$ cat config.mk
export PLATFORM = sky130hd
export DESIGN_NAME = sync_fifo_param
export DESIGN_NICKNAME = d
export VERILOG_FILES = /design/src/rtl/sync_fifo_param.sv
export SDC_FILE = /design/constraint.sdc
export NUM_CORES = 1
export LEC_CHECK = 0
export BUFFER_PORTS_ARGS = -buffer_cell sky130_fd_sc_hd__buf_2
export CAP_MARGIN = 10
export CORE_ASPECT_RATIO = 1.25
export CORE_MARGIN = 2
export CORE_UTILIZATION = 50
export CTS_BUF_LIST = sky130_fd_sc_hd__clkbuf_2 sky130_fd_sc_hd__clkbuf_4 sky130_fd_sc_hd__clkbuf_8
export DETAILED_ROUTE_END_ITERATION = 10
export PLACE_DENSITY = 0.67
export SLEW_MARGIN = 40
export SYNTH_ARGS = -nofsm -noshare
export SYNTH_HDL_FRONTEND = slang
export SYNTH_SLANG_ARGS = --single-unit
$ cat constraint.sdc
create_clock -name clk -period 3 [get_ports clk]
set_input_delay 0 -clock clk [delete_from_list [all_inputs] [get_ports clk]]
set_output_delay 0 -clock clk [all_outputs]
set_load 0.01 [all_outputs]
$ cat src/rtl/sync_fifo_param.sv
// ---------------------------------------------------------------------------
// sync_fifo_param
//
// Parametrised single-clock FIFO with programmable almost-full/almost-empty
// thresholds, an occupancy count, a synchronous flush and sticky error flags.
// Sits between a producer and a consumer that share one clock domain.
//
// Build option:
//   SYNC_FIFO_FWFT_EN  defined   -> first-word-fall-through read port: the
//                                   head word is shown combinationally on
//                                   rdata and rvalid = !empty.
//                      undefined -> registered read port: rdata is loaded
//                                   on an accepted read and rvalid pulses
//                                   for the following cycle (latency 1).
//
// Parameters:
//   DATA_W     data width in bits (>= 1)
//   DEPTH      number of entries (power of two, >= 2)
//   AF_THRESH  almost_full when count >= AF_THRESH
//   AE_THRESH  almost_empty when count <= AE_THRESH
//
// Ports:
//   clk           rising-edge clock
//   rst_n         asynchronous active-low reset
//   clr           synchronous flush, overrides winc/rinc in the same cycle
//   winc, wdata   write request and data
//   rinc          read request
//   rdata, rvalid read data and its valid strobe
//   full, empty   count == DEPTH, count == 0
//   almost_full   count >= AF_THRESH
//   almost_empty  count <= AE_THRESH
//   count         occupancy, 0..DEPTH
//   overflow      sticky: a write was rejected
//   underflow     sticky: a read was rejected
// ---------------------------------------------------------------------------
module sync_fifo_param #(
    parameter int DATA_W    = 8,
    parameter int DEPTH     = 16,
    parameter int AF_THRESH = DEPTH - 2,
    parameter int AE_THRESH = 2
) (
    input  logic                     clk,
    input  logic                     rst_n,
    input  logic                     clr,
    input  logic                     winc,
    input  logic [DATA_W-1:0]        wdata,
    input  logic                     rinc,
    output logic [DATA_W-1:0]        rdata,
    output logic                     rvalid,
    output logic                     full,
    output logic                     empty,
    output logic                     almost_full,
    output logic                     almost_empty,
    output logic [$clog2(DEPTH):0]   count,
    output logic                     overflow,
    output logic                     underflow
);

    localparam int AW = $clog2(DEPTH);
    localparam int CW = AW + 1;

    // Thresholds sized to the count so every flag compare is width-matched.
    localparam logic [CW-1:0] DEPTH_C = CW'(DEPTH);
    localparam logic [CW-1:0] AF_C    = CW'(AF_THRESH);
    localparam logic [CW-1:0] AE_C    = CW'(AE_THRESH);

    logic [DATA_W-1:0] mem [DEPTH];
    logic [AW-1:0]     wptr;
    logic [AW-1:0]     rptr;
    logic              rd_acc;
    logic              wr_acc;

    // Accept decisions. A flush cancels both requests outright. A write to a
    // full FIFO is still taken when a read frees a slot in the same cycle;
    // a read of an empty FIFO is never bypassed from the write port.
    always_comb begin
        rd_acc = 1'b0;
        wr_acc = 1'b0;
        if (!clr) begin
            rd_acc = rinc && !empty;
            wr_acc = winc && (!full || rd_acc);
        end
    end

    // Status flags are pure decodes of the registered count, so they move
    // one cycle after the edge that accepted the transfer.
    assign full         = (count == DEPTH_C);
    assign empty        = (count == '0);
    assign almost_full  = (count >= AF_C);
    assign almost_empty = (count <= AE_C);

    // Storage array. Deliberately not reset; the pointers alone define
    // which entries hold live data.
    always_ff @(posedge clk) begin
        if (wr_acc) begin
            mem[wptr] <= wdata;
        end
    end

    // Pointers and occupancy. DEPTH is a power of two, so the pointers
    // wrap on their own. Count moves only when exactly one side transfers.
    always_ff @(posedge clk or negedge rst_n) begin
        if (!rst_n) begin
            wptr  <= '0;
            rptr  <= '0;
            count <= '0;
        end else if (clr) begin
            wptr  <= '0;
            rptr  <= '0;
            count <= '0;
        end else begin
            if (wr_acc) begin
                wptr <= wptr + AW'(1);
            end
            if (rd_acc) begin
                rptr <= rptr + AW'(1);
            end
            case ({wr_acc, rd_acc})
                2'b10:   count <= count + CW'(1);
                2'b01:   count <= count - CW'(1);
                default: count <= count;
            endcase
        end
    end

    // Sticky error flags: any rejected request latches until flush or reset.
    // During a flush the requests are ignored, so they cannot set the flags.
    always_ff @(posedge clk or negedge rst_n) begin
        if (!rst_n) begin
            overflow  <= 1'b0;
            underflow <= 1'b0;
        end else if (clr) begin
            overflow  <= 1'b0;
            underflow <= 1'b0;
        end else begin
            if (winc && !wr_acc) begin
                overflow <= 1'b1;
            end
            if (rinc && !rd_acc) begin
                underflow <= 1'b1;
            end
        end
    end

`ifdef SYNC_FIFO_FWFT_EN

    // Head word is always on the output; a read simply advances rptr.
    assign rdata  = mem[rptr];
    assign rvalid = !empty;

`else

    // Registered read port: the head word is captured on an accepted read
    // and presented with a one-cycle valid pulse. rdata keeps its last value
    // otherwise, including across a flush.
    always_ff @(posedge clk or negedge rst_n) begin
        if (!rst_n) begin
            rdata  <= '0;
            rvalid <= 1'b0;
        end else if (clr) begin
            rvalid <= 1'b0;
        end else begin
            rvalid <= rd_acc;
            if (rd_acc) begin
                rdata <= mem[rptr];
            end
        end
    end

`endif

endmodule

==> qor.log <==
qor: power_and_ir_drop.fin_total_pwr 5.03 mW
qor: global_routing.grt_pass1_wl 19100 µm
qor: clock_network.cts_max_path_buffers 2
qor: floorplan.core 12200 µm²
qor: critical_path.critPathRequiredTime 3.35 ns
qor: timing.finalHoldViolations 0
qor: floorplan.design.die.area 13500 µm²
qor: timing.timing.final.setup_violations 0
qor: clock_network.post-cts-setup-buffers 0
qor: place.placed_cells_incl_taps 543
qor: clock_network.clock-root-buffer sky130_fd_sc_hd__clkbuf_8
qor: logic_synthesis.synth_warnings 0
qor: floorplan.initial_utilization 51.3%
qor: critical_path.crit_path_start_kind register
qor: logic_synthesis.post_synth_num_cell_types 42
qor: floorplan.top_level_ports 33
qor: clock_network.clkLatencyLatePin 0.43 ns
qor: detailed_routing.drt_first_iter_violations 192
qor: power_and_ir_drop.leakage_power 2.54 nW
qor: place.gp_congestion 0.871
qor: global_routing.grt_antenna_before_repair 0
qor: detailed_routing.drt_wl_total 12200 µm
qor: layout.num-nets-final 433
qor: logic_synthesis.syn_inst 338
qor: global_routing.grt_overflow 0
qor: logic_synthesis.seq_area_frac_synth 70.9%
qor: layout.n_fill_cell 961
qor: timing.worst_slew_pin_slew 0.820 ns
qor: timing.finalWorstPathRequiredPeriod 2.78 ns
qor: global_routing.track_usage 19.7%
qor: critical_path.setup.worst_path.end_class register
qor: timing.skew 0.0147 ns
qor: clock_network.holdBufCountCts 13
qor: place.detailed_place_hpwl 7990 µm
qor: power_and_ir_drop.power.ir.vdd_worst 0.362 mV
qor: detailed_routing.drc 0
qor: layout.final_layout_size_suffix_gt1_share 33.3%
qor: timing.maxSlewViolCount 0
qor: timing.totalNegativeSetupSlack 0 ns
qor: timing.setup_repair_after_global_routing_missed_its_margin no
qor: logic_synthesis.ys_top_cells_by_area sky130_fd_sc_hd__edfxtp_1 (61%), sky130_fd_sc_hd__mux4_2 (11%), sky130_fd_sc_hd__dfrtp_1 (9.6%), sky130_fd_sc_hd__mux2i_1 (3.2%), sky130_fd_sc_hd__nor2_1 (2.0%)
qor: timing.finalHoldWorstSlack 0.110 ns
qor: logic_synthesis.yosys_register_bits 152
qor: clock_network.tritoncts built
qor: power_and_ir_drop.power_frac_seq 50.2%
qor: layout.diodes 0
qor: layout.flow.area_growth_from_synthesis 17.1%
qor: critical_path.biggest_fanout_along_the_worst_timing_path 7
qor: timing.maxClockFrequency 0.359 GHz
qor: floorplan.fp.dieH 129 µm
qor: power_and_ir_drop.p_int 3.73 mW
qor: detailed_routing.wl_per_cell 20.7 µm
qor: global_routing.grt_start_max_net_pins 25
qor: timing.worst_slew_margin_rel 45.3%
qor: logic_synthesis.netlist.top_cell.by_area sky130_fd_sc_hd__edfxtp_1
qor: logic_synthesis.syn_avg_cell_area 18.6 µm²
qor: layout.layout.core_utilization 60.1%
qor: critical_path.critPathKind reg2reg
qor: min_path.worstHoldPathType in2async
qor: logic_synthesis.mappedNetlistNets 360
qor: flow_run.drv_cap 0
qor: power_and_ir_drop.comb_power_share 16.3%
qor: clock_network.cts-resized-gates 0
qor: run_status.run_status finished, final reports clean
qor: detailed_routing.postRouteAntennaNets 0
qor: clock_network.clk_transition_reported_paths 0.08 ns
qor: power_and_ir_drop.power_switching_share 25.7%
qor: detailed_routing.drt_first_pass_iters 5
qor: layout.fin_cells 588
qor: layout.mostFrequentLayoutCell sky130_fd_sc_hd__edfxtp_1
qor: detailed_routing.number_of_vias_per_cell_after_detailed_routing 5.52
qor: power_and_ir_drop.p_clk_share 33.6%
qor: critical_path.critPathArrivalTime 3.13 ns
qor: detailed_routing.dr_total_vias 3244
qor: clock_network.cts_made_buffers 17
qor: floorplan.std_cell_rows 45
qor: layout.multi_input_gate_area_in_the_final_layout 1720 µm²
qor: clock_network.cts_htree_levels 4
qor: place.port_buffers 32
qor: power_and_ir_drop.total_switching_power 1.29 mW
qor: global_routing.grt_pass1_vias 3413
qor: timing.finalCritPeriodShare 92.7%
qor: floorplan.fp.dieW 104 µm
qor: layout.most_used_cells_in_the_layout_excluding_fill_and_tap_cells sky130_fd_sc_hd__edfxtp_1 (128), sky130_fd_sc_hd__nor2_1 (34), sky130_fd_sc_hd__mux4_2 (32), sky130_fd_sc_hd__buf_2 (32), sky130_fd_sc_hd__dfrtp_1 (22)
qor: clock_network.clock_sink_count 152
qor: logic_synthesis.synth.top_cell.area_share 61.3%
qor: logic_synthesis.synthesis.area 6270 µm²
qor: layout.layout.area.seq 4450 µm²
qor: power_and_ir_drop.power-per-cell-area 685 nW/µm²
==> power by group through the flow <==
stage / combinational [mW] / clock (mW) / sequential [mW]
floorplan: 0.539 / 0 / 2.56
global placement: 0.793 / 0 / 2.56
detailed placement: 0.802 / 0 / 2.57
CTS: 0.827 / 1.73 / 2.52
global route: 0.900 / 1.81 / 2.54
finish: 0.818 / 1.69 / 2.52
==> registers in the layout (all words and copies together), names as in the netlist <==
name and count:
count 5, mem 128, overflow 1, rdata 8
rptr 4, wptr 4, underflow 1, rvalid 1
==> through the flow <==
| step | cell area [µm²] | setup WS (ns) |
|---|---|---|
| 2_1_floorplan | 6270 | 0.306 |
| 3_3_place_gp | 6770 | 0.306 |
| 3_5_place_dp | 6770 | 0.224 |
| 4_1_cts | 7340 | 0.197 |
| 5_1_grt | 7340 | 0.0535 |
| 6_report | 7340 | 0.218 |
==> worst max-delay path, stage by stage (launching register included) <==
cell and delay, ns:
sky130_fd_sc_hd__dfrtp_1 0.47, sky130_fd_sc_hd__nor4_4 0.42, sky130_fd_sc_hd__a31oi_2 0.15, sky130_fd_sc_hd__or3_1 0.37, sky130_fd_sc_hd__fa_1 0.41, sky130_fd_sc_hd__nand2b_1 0.16
sky130_fd_sc_hd__o2bb2ai_1 0.19, sky130_fd_sc_hd__mux2i_1 0.14, sky130_fd_sc_hd__or2_2 0.28, sky130_fd_sc_hd__a21oi_1 0.13
==> final cells by class <==
type | instances | share of cell area (%)
inverters | 9 | 0.494
repair buffers | 68 | 6.65
well taps | 164 | 2.80
flip-flops and latches | 152 | 60.6
multi-input cells | 163 | 23.5
clock inverters | 11 | 2.35
clock buffers | 21 | 3.68
==> final timing paths <==
kind                          start          to  slack, ns  cells after the start
min in group clk           wdata[3]  mem[13][3]       0.49                      2
max in group asynchronous     rst_n     rptr[3]       2.46                      2
max                        count[1]    count[4]       0.22                      9
max reg2reg                count[1]    count[4]       0.22                      9
min reg2reg                rdata[6]    rdata[6]       0.50                      2
min                           rst_n    count[3]       0.11                      2
==> cell families (layout without fill, tap and decap cells) <==
group	Yosys count	in the layout	synth area share, %
XOR/XNOR	8	8	1.12
multiplexers	52	52	14.7
flip-flops	152	152	70.9
adder cells (fa/ha/maj)	9	9	1.92
buffers and inverters	23	109	1.68
AND/OR/NAND/NOR	67	67	5.43
AO/OA/AOI/OAI	27	27	4.31
==> cells in the mapped netlist, drive strengths merged <==
library cell	count
nand4	1
o2bb2ai	1
inv	9
nand3b	1
nor4	1
or3	5
buf	9
nand2b	2
a21o	1
o221ai	8
nor2b	1
mux2i	20
a31oi	2
fa	1
xnor2	5
a21oi	8
o22ai	1
xor2	3
o21ai	3
a211oi	1
mux4	32
nor2	35
a2bb2oi	1
nand2	15
or2	3
edfxtp	128
or3b	1
dfrtp	24
ha	8
and2	1
a31o	1
nand3	1
clkbuf	5
==> routing by layer <==
layer | global-route usage (%) | routed length (µm) | vias to the layer above
met4 | 8.74 | 214 | 0
met3 | 4.73 | 438 | 16
li1 | - | - | 1470
met2 | 34.4 | 6450 | 70
met5 | 0 | 0 | -
met1 | 23.6 | 5040 | 1688
(Power assumes the default switching activity.)
